==> config.mk <==
export PLATFORM = sky130hd
export DESIGN_NAME = ex_mdu
export DESIGN_NICKNAME = d
export VERILOG_FILES = /design/src/rtl/ex_mdu.sv
export SDC_FILE = /design/constraint.sdc
export NUM_CORES = 2
export LEC_CHECK = 0
export ABC_AREA = 1
export CAP_MARGIN = 10
export CORE_MARGIN = 2
export CORE_UTILIZATION = 40
export CTS_CLUSTER_DIAMETER = 80
export DETAILED_ROUTE_END_ITERATION = 6
export HOLD_SLACK_MARGIN = 0.03
export MAX_ROUTING_LAYER = met4
export PLACE_DENSITY = 0.69
export SLEW_MARGIN = 20
export SYNTH_ARGS = -nofsm -noshare
export SYNTH_HDL_FRONTEND = slang
export SYNTH_SLANG_ARGS = --single-unit
==> constraint.sdc <==
create_clock -name clk -period 4.54 [get_ports clk]
set_input_delay 0.908 -clock clk [delete_from_list [all_inputs] [get_ports clk]]
set_output_delay 0.908 -clock clk [all_outputs]
set_load 0.02 [all_outputs]
==> src/rtl/ex_mdu.sv <==
// Iterative RV64M multiply/divide unit for the EX stage (shift-add multiply, restoring divide).
// Define MDU_FAST_MUL_EN to compute multiplies in a single cycle instead of iterating.
module ex_mdu #(
  parameter int XLEN = 64
) (
  input  logic            clk,
  input  logic            rst_n,
  input  logic            valid_i,
  input  logic [3:0]      op_i,
  input  logic [XLEN-1:0] src1_i,
  input  logic [XLEN-1:0] src2_i,
  input  logic            flush,
  output logic [XLEN-1:0] result_o,
  output logic            done_o,
  output logic            busy_o,
  output logic            stall_req_o
);

  localparam int HALF = XLEN / 2;
  localparam int CW   = $clog2(XLEN + 1);
  localparam logic [XLEN-1:0] MIN_D = {1'b1, {(XLEN-1){1'b0}}};
  localparam logic [XLEN-1:0] MIN_W = {{(HALF+1){1'b1}}, {(HALF-1){1'b0}}};

  typedef enum logic [1:0] {
    S_IDLE,
    S_CALC,
    S_FIX,
    S_DONE
  } state_t;

  state_t state_q, state_d;

  logic [XLEN-1:0] acc_q, lo_q, b_q, result_q;
  logic [CW-1:0]   cnt_q;
  logic [3:0]      op_q;
  logic            spec_q, neg_res_q, neg_rem_q;

  // Operand preparation for the instruction presented in IDLE
  logic            is_w, is_div, a_signed, b_signed, a_neg, b_neg;
  logic            div_zero, div_ovf, spec_hit;
  logic [XLEN-1:0] a_sx, b_sx, a_ext, b_ext, a_mag, b_mag, spec_val;

  always_comb begin
    is_w     = op_i[3];
    is_div   = op_i[2];
    a_signed = is_div ? ~op_i[0] : (~is_w & ((op_i[1:0] == 2'd1) | (op_i[1:0] == 2'd2)));
    b_signed = is_div ? ~op_i[0] : (~is_w & (op_i[1:0] == 2'd1));
    a_sx     = is_w ? {{HALF{src1_i[HALF-1]}}, src1_i[HALF-1:0]} : src1_i;
    b_sx     = is_w ? {{HALF{src2_i[HALF-1]}}, src2_i[HALF-1:0]} : src2_i;
    if (is_w) begin
      a_ext = a_signed ? a_sx : {{HALF{1'b0}}, src1_i[HALF-1:0]};
      b_ext = b_signed ? b_sx : {{HALF{1'b0}}, src2_i[HALF-1:0]};
    end else begin
      a_ext = src1_i;
      b_ext = src2_i;
    end
    a_neg    = a_signed & a_ext[XLEN-1];
    b_neg    = b_signed & b_ext[XLEN-1];
    a_mag    = a_neg ? -a_ext : a_ext;
    b_mag    = b_neg ? -b_ext : b_ext;
    div_zero = is_div & (b_ext == '0);
    div_ovf  = is_div & a_signed & (a_ext == (is_w ? MIN_W : MIN_D)) & (b_ext == '1);
    spec_hit = div_zero | div_ovf;
    // Special-case results use the raw dividend, sign-extended from bit 31 for W ops
    if (div_zero) spec_val = op_i[1] ? a_sx : '1;
    else          spec_val = op_i[1] ? '0 : a_sx;
  end

`ifdef MDU_FAST_MUL_EN
  logic [2*XLEN-1:0] fast_prod;
  assign fast_prod = {{XLEN{1'b0}}, a_mag} * {{XLEN{1'b0}}, b_mag};
`endif

  // One iteration of shift-add multiply and restoring divide
  logic [XLEN:0]   mul_sum, div_rs;
  logic [XLEN-1:0] div_diff;
  logic            div_ge;

  always_comb begin
    mul_sum  = {1'b0, acc_q} + (lo_q[0] ? {1'b0, b_q} : '0);
    div_rs   = {acc_q, lo_q[XLEN-1]};
    div_ge   = div_rs >= {1'b0, b_q};
    div_diff = div_rs[XLEN-1:0] - b_q;
  end

  // Sign correction and result selection
  logic [2*XLEN-1:0] prod, prod_s;
  logic [XLEN-1:0]   quo, rem, sel, fix_result;

  always_comb begin
    prod   = {acc_q, lo_q};
    prod_s = neg_res_q ? -prod : prod;
    quo    = neg_res_q ? -lo_q : lo_q;
    rem    = neg_rem_q ? -acc_q : acc_q;
    sel    = op_q[1] ? rem : quo;
    if (spec_q)
      fix_result = lo_q;
    else if (op_q[2])
      fix_result = op_q[3] ? {{HALF{sel[HALF-1]}}, sel[HALF-1:0]} : sel;
    else if (op_q[3])
      // W multiply: 32 iterations leave the product aligned at bit 32 of the 2*XLEN register
      fix_result = {{HALF{lo_q[XLEN-1]}}, lo_q[XLEN-1:HALF]};
    else if (op_q[1:0] == 2'd0)
      fix_result = prod_s[XLEN-1:0];
    else
      fix_result = prod_s[2*XLEN-1:XLEN];
  end

  always_ff @(posedge clk or negedge rst_n) begin
    if (!rst_n) state_q <= S_IDLE;
    else        state_q <= state_d;
  end

  always_comb begin
    state_d = state_q;
    case (state_q)
      S_IDLE: begin
        if (valid_i && !flush) begin
          if (spec_hit) state_d = S_FIX;
`ifdef MDU_FAST_MUL_EN
          else if (!is_div) state_d = S_FIX;
`endif
          else state_d = S_CALC;
        end
      end
      S_CALC:  if (cnt_q == CW'(1)) state_d = S_FIX;
      S_FIX:   state_d = S_DONE;
      S_DONE:  state_d = S_IDLE;
      default: state_d = S_IDLE;
    endcase
    if (flush) state_d = S_IDLE;
  end

  always_comb begin
    done_o      = (state_q == S_DONE);
    busy_o      = (state_q == S_CALC) || (state_q == S_FIX);
    stall_req_o = busy_o || (valid_i && (state_q == S_IDLE));
  end

  always_ff @(posedge clk or negedge rst_n) begin
    if (!rst_n) begin
      acc_q     <= '0;
      lo_q      <= '0;
      b_q       <= '0;
      result_q  <= '0;
      cnt_q     <= '0;
      op_q      <= '0;
      spec_q    <= 1'b0;
      neg_res_q <= 1'b0;
      neg_rem_q <= 1'b0;
    end else begin
      case (state_q)
        S_IDLE: begin
          if (valid_i && !flush) begin
            op_q      <= op_i;
            spec_q    <= spec_hit;
            neg_res_q <= a_neg ^ b_neg;
            neg_rem_q <= a_neg;
            b_q       <= b_mag;
            cnt_q     <= is_w ? CW'(HALF) : CW'(XLEN);
            acc_q     <= '0;
            if (spec_hit)    lo_q <= spec_val;
            else if (is_div) lo_q <= is_w ? (a_mag << HALF) : a_mag;
            else             lo_q <= a_mag;
`ifdef MDU_FAST_MUL_EN
            if (!spec_hit && !is_div)
              {acc_q, lo_q} <= is_w ? (fast_prod << HALF) : fast_prod;
`endif
          end
        end
        S_CALC: begin
          cnt_q <= cnt_q - CW'(1);
          if (op_q[2]) begin
            acc_q <= div_ge ? div_diff : div_rs[XLEN-1:0];
            lo_q  <= {lo_q[XLEN-2:0], div_ge};
          end else begin
            acc_q <= mul_sum[XLEN:1];
            lo_q  <= {mul_sum[0], lo_q[XLEN-1:1]};
          end
        end
        S_FIX: begin
          if (!flush) result_q <= fix_result;
        end
        default: ;
      endcase
    end
  end

  assign result_o = result_q;

endmodule

# --- After elaboration in Yosys (flattened, before gate mapping) ---
# Cells that the tools add are included.
classes:
  shift: 0
  muxes: 41
  n_reduce_logical: 13
  div_mod_pow: 0
  n_eq_ne: 11
  n_mul: 0
  add_sub_neg: 8
  n_bitwise: 14
  order_cmp: 1
op_table:
  columns: ["cell", "count"]
  rows:
  - ["64-bit two-way mux", 27]
  - ["64-bit negation", 4]
  - ["64-bit case mux with 2 select lines", 2]
  - ["128-bit two-way mux", 1]
  - ["128-bit negation", 1]
  - ["64-bit by 64-bit adder with 65-bit output", 1]
  - ["65-bit by 64-bit >= comparator with 1-bit output", 1]
  - ["64-bit equality test", 1]
  - ["64-bit equality test (second input constant)", 1]
  - ["64-bit logical NOT", 1]
  - ["64-bit subtractor", 1]
  - ["63-bit two-way mux", 1]
  - ["7-bit two-way mux", 2]
  - ["7-bit case mux with 2 select lines", 1]
  - ["1-bit AND", 8]
  - ["2-bit two-way mux", 4]
  - ["2-bit case mux with 4 select lines", 1]
  - ["2-bit AND reduction", 4]
  - ["7-bit by 1-bit equality test with 1-bit output (second input constant)", 1]
  - ["7-bit by 1-bit subtractor with 7-bit output (second input constant)", 1]
  - ["2-bit equality test (second input constant)", 3]
  - ["3-bit != test (second input constant)", 2]
  - ["2-bit by 1-bit equality test with 1-bit output (second input constant)", 2]
  - ["2-bit logical NOT", 2]
  - ["other kinds (9)", 15]
totals:
  in_bits: 136
  latchBits: 0
  ram_bits: 0
  n_memories: 0
  reg_bits: 272
  rom_bits: 0
  out_inout_bits: 67
  wordCells: 98

# --- Longest topological paths before layout ---
depth:
  ltp_word: 14
  mapped_depth: 24

# --- Worst setup path after synthesis ---
# OpenSTA, ideal clock, no wires.
synth_path:
  kind: "register to register"
  start: "register lo_q[0]"
  end: "register acc_q[63]"
  t_required_ps: 4474
  setup_ps: 66
  arrival_time_ps: 3071
  path_stages_with_launch: 23
  n_path_buf: 2
  slack_ps: 1403
  synth_period_minus_slack_ps: 3137
  path_cell_list: "dfrtp_1 > clkbuf_1 > clkbuf_1 > nand2_1 > inv_1 > ha_1 > inv_1 > fa_1 > inv_1 > nand3_1 > nand2_1 > a21oi_1 > o21ai_0 > inv_1 > o21ai_0 > nand3_1 > nand3_1 > nand2_1 > nand2_1 > nand2_1 > inv_1 > nand2_1 > nand2_1"
synth_between:
  elab_chain_len: 4
synth_rtl:
  columns: ["item", "line", "text"]
  rows:
  - ["from (decl)", "33", "logic [XLEN-1:0] acc_q, lo_q, b_q, result_q;"]
  - ["from (signal assigned)", "162", "if (spec_hit) lo_q <= spec_val;"]
  - ["from (signal assigned)", "163", "else if (is_div) lo_q <= is_w ? (a_mag << HALF) : a_mag;"]
  - ["from (signal assigned)", "164", "else lo_q <= a_mag;"]
  - ["64-bit two-way mux", "80", "mul_sum = {1'b0, acc_q} + (lo_q[0] ? {1'b0, b_q} : '0);"]
  - ["64-bit by 64-bit adder with 65-bit output", "80", null]
  - ["64-bit two-way mux", "173", "if (op_q[2]) begin"]
  - ["64-bit case mux with 2 select lines", "152", "case (state_q)"]
  - ["to (signal assigned)", "174", "acc_q <= div_ge ? div_diff : div_rs[XLEN-1:0];"]
  - ["to (signal assigned)", "177", "acc_q <= mul_sum[XLEN:1];"]
  - ["to (decl)", "33", null]
# Every way passes these cells.
# A chain may end at the register's enable or synchronous reset.

# --- Final worst setup path ---
layout_path:
  start: "input src1_i[31]"
  end: "register lo_q[8]"
layout_between:
  elab_chain_len: 10
layout_rtl:
  columns: ["item", "line", "text"]
  rows:
  - ["from (decl)", "10", "input logic [XLEN-1:0] src1_i,"]
  - ["64-bit two-way mux", "48", "a_sx = is_w ? {{HALF{src1_i[HALF-1]}}, src1_i[HALF-1:0]} : src1_i;"]
  - ["64-bit two-way mux", "51", "a_ext = a_signed ? a_sx : {{HALF{1'b0}}, src1_i[HALF-1:0]};"]
  - ["64-bit two-way mux *", "50", "if (is_w) begin"]
  - ["64-bit equality test or 1-bit AND (tied branches)", "62, 57", null]
  - ["1-bit AND or 64-bit two-way mux (tied branches)", "62, 59", null]
  - ["1-bit AND or 64-bit two-way mux (tied branches)", "62, 163", null]
  - ["1-bit bitwise OR or 64-bit two-way mux (tied branches)", "63, 163", null]
  - ["64-bit two-way mux *", "162", null]
  - ["64-bit two-way mux *", "154", "if (valid_i && !flush) begin"]
  - ["64-bit case mux with 2 select lines *", "152", null]
# Every way passes the cells marked *; elsewhere a longest branch is shown, timed or not. The select of a mux whose other input is x is not followed.

==> metrics.md <==
| Metric | Value |
|---|---|
| Core Area | 95010 um^2 |
| Die Ht | 313.5 um |
| First-pass GRT wire length | 340600 um |
| Critical path, cell by cell | clkdlybuf4s50_1 > inv_1 > nand2_1 > nand3_1 > nor2_1 > nand3_1 > nor2_1 > nand2_1 > nor2_1 > nand3_1 > nand2_2 > inv_2 > nor2_4 > buf_12 > nand2_1 > a21oi_1 > nor2_1 |
| Die area | 98300 um^2 |
| Vias in the first global route | 46860 |
| Slew Limit Fails | 0 |
| Dpl hpwl | 197200 um |
| Most frequent cell on the critical path | nor2_1 |
| Fill cell count | 10550 |
| Status | finished with violations |
| Cts hold-fix bufs | 0 |
| Non-Filler Instances | 8610 |
| Final setup vio count | 0 |
| Drt total wl | 242400 um |
| Slowest stage delay, CP | 780 ps |
| Part of the power in registers | 13.8% |
| Syn nets | 7350 |
| Synth top area share | 21.09% |
| Worst Tran Pin Value | 1173 ps |
| CTS sink count | 272 |
| Sequential share of the synthesized area | 17.76% |
| PortBufs | 202 |
| Final period util | 93.86% |
| Clk slew on worst S/H paths | 60 ps |
| Comb power frac | 77.7% |
| Startpoint types | input port |
| Largest net degree at the start of global routing | 126 |
| Max H-tree Level | 2 |
| Routed Antenna Nets | 0 |
| Critical Path RT | 5060 ps |
| Peak supply drop | 0.0005067 V |
| Final Hold Viols | 0 |
| Final setup margin | 278.8 ps |
| Yosys warnings | 0 |
| LEAKAGE | 22.06 nW |
| Dpl ws | -154.7 ps |
| Post-cts resize count | 0 |
| Gate count of the mapped netlist | 7072 |
| Area of the mapped netlist | 38330 um^2 |
| All-Layer GR Usage | 49.10% |
| Vias | 52520 |
| Sw Ratio | 65.22% |
| Congestion Overflow GR | 0 |
| Max-slew headroom at the worst pin | 21.52% |
| Worst-Skew Late Latency | 650 ps |
| Ys async rst share | 100.0% |
| Num rows | 113 |
| Reg2reg start | acc_q[55] |
| Drt pass-1 iters | 7 |
| Initial Util | 40.34% |
| Int Power | 13.66 mW |
| Min Hold Slack | 193.6 ps |
| Clk pwr share | 8.5% |
| Final min period | 4261 ps |
| Most frequent cell after synthesis | nand2_1 |
| HP Class | input port to async pin |
| #FFs+latches synth | 272 |
| Synth-to-Final Area Change | 15.76% |
| CTS tree | built |
| Vias per cell | 6.099 |
| Post-CTS Setup Inserts | 0 |
| Max-Cap Viols | 0 |
| Global placement routability congestion | 1.155 |
| Wirelength per Cell | 28.16 um |
| First DRT Iteration DRCs | 9420 |
| Pwr per Cell Area | 885.0 nW/um^2 |
| Antenna violations before repair | 22 |
| Post-Syn Area per Cell | 5.419 um^2 |
| Top delay family on crit path | simple AND/OR/NAND/NOR gates |
| FF-to-FF End | acc_q[46] |
| Netlist cell types | 50 |
| I/O pin count | 203 |
| Layout cells sized above 1 | 5.406% |
| Path depth of the worst reg2reg path | 16 |
| Die Wd | 313.5 um |
| Failing checks | design-rule violations |
| CP Max Fanout | 24 |
| Crit Path Class | input port to flop |
| Worst R2R Setup Slack | 310 ps |
| CP Capture Point | lo_q[8] |
| Max Buffers Root-to-Sink | 3 |
| Area leader, netlist | nand2_1 |
| Remaining DRCs | 42 |
| Top cells by count, synth | nand2_1, nor2_1, inv_1 |
| Setup crit start | src1_i[31] |
| Final nets | 7576 |
| Worst setup EP type | flop |
| Clk_skew | 45.33 ps |
| Critical Path Stages | 17 |
| EDFF count, synth | 0 |
| Synth area leaders | nand2_1, dfrtp_1, nor2_1, inv_1, nand3_1 |
| Power Total | 39.26 mW |
| TritonCTS buffer count | 40 |
| Fmax | 234.7 MHz |
| CP Buf/Inv Count | 4 |
| CTS root buf | clkbuf_16 |
| Synth Flop Type | dfrtp_1 |
| Final setup TNS | 0 ps |
| DP Cell Count | 8521 |
| Unrepaired setup endpoints after global routing | false |
| Critical path's slowest cell | clkdlybuf4s50_1 |
| P_sw | 25.61 mW |
| CP Data Arrival Time | 4780 ps |
## per-layer routing
metal | part of all wire, % | GRT usage [%] | up-vias
li1 | - | - | 23380
met1 | 42 | 67.54 | 24480
met2 | 37 | 63.38 | 4045
met3 | 16 | 18.56 | 615
met4 | 5.0 | 19.58 | 0
met5 | 0 | - | -
## final cells by class
type	instances	area, um^2	area share [%]
Antenna cell	20	50.05	0.1128
Clock buffer	48	1081	2.437
Clock inverter	21	266.5	0.6007
Inverter	899	3385	7.629
Multi-Input combinational cell	5628	27040	60.95
Sequential cell	272	6818	15.37
Tap cell	1265	1583	3.568
Timing Repair Buffer	457	4141	9.335
## cells in the final DEF, fill, tap and decap left out, types with 18 or more instances in the layout
| cell type | instances |
|---|---|
| nor2_1 | 905 |
| clkinv_1 | 18 |
| nor3_1 | 73 |
| diode_2 | 20 |
| a21oi_1 | 514 |
| inv_1 | 868 |
| xor2_1 | 158 |
| a31oi_1 | 24 |
| buf_4 | 239 |
| clkdlybuf4s50_1 | 201 |
| o21a_1 | 21 |
| ha_1 | 140 |
| or2_2 | 33 |
| o21bai_1 | 18 |
| xnor2_1 | 34 |
| nand4_1 | 162 |
| nand3b_1 | 44 |
| clkbuf_16 | 40 |
| nand2_1 | 2151 |
| dfrtp_1 | 267 |
| nand3_1 | 637 |
| o211ai_1 | 54 |
| o21ai_0 | 548 |
## registers in the layout, indices dropped and copies added (netlist names)
signal and count:
neg_res_q 1, neg_rem_q 1, acc_q 64, lo_q 64, state_q 2, result_o 64
op_q 4, spec_q 1, cnt_q 7, b_q 64
## logic make-up after synthesis
| logic type | after synthesis | synth area share [%] |
|---|---|---|
| buffers and inverters | 1172 | 11.81 |
| and+or+nand+nor | 4054 | 44.12 |
| xor gates and xnor gates | 193 | 4.411 |
| AOI/OAI and AO/OA | 1239 | 17.22 |
| adders and majority gates | 142 | 4.675 |
| DFF | 272 | 17.76 |
## power groups by stage
stage	clock network, mW	registers (mW)	logic (mW)
2_1_floorplan	0	4.60	16.3
3_3_place_gp	0	5.22	28.6
3_5_place_dp	0	5.22	28.5
4_1_cts	3.35	5.19	28.6
5_1_grt	3.44	5.36	31.9
6_report	3.35	5.41	30.5
## worst reg2reg max path: cells and delay by family, from the launching register on
kind / cells / cell delay (ps)
buffers and inverters: 3 / 540
and+or+nand+nor: 12 / 2350
adders and majority gates: 1 / 700
DFF: 1 / 580
## stage by stage
stage,area (um^2),util [%]
final,44370,46.70
after global routing,44360,46.69
after CTS,44310,46.64
after detailed placement,42960,45.22
after global placement,42960,45.22
after floorplan,38330,-
## worst min path at each step
| stage | end | slack (ps) | cells after the start |
|---|---|---|---|
| 2_1_floorplan | op_q[0] | 450 | 2 |
| 3_3_place_gp | result_o[56] | 460 | 2 |
| 3_5_place_dp | result_o[50] | 460 | 2 |
| 4_1_cts | result_o[35] | 190 | 1 |
| 5_1_grt | result_o[46] | 210 | 1 |
| 6_report | result_o[35] | 190 | 1 |
Power figures use the tool's default switching activity.
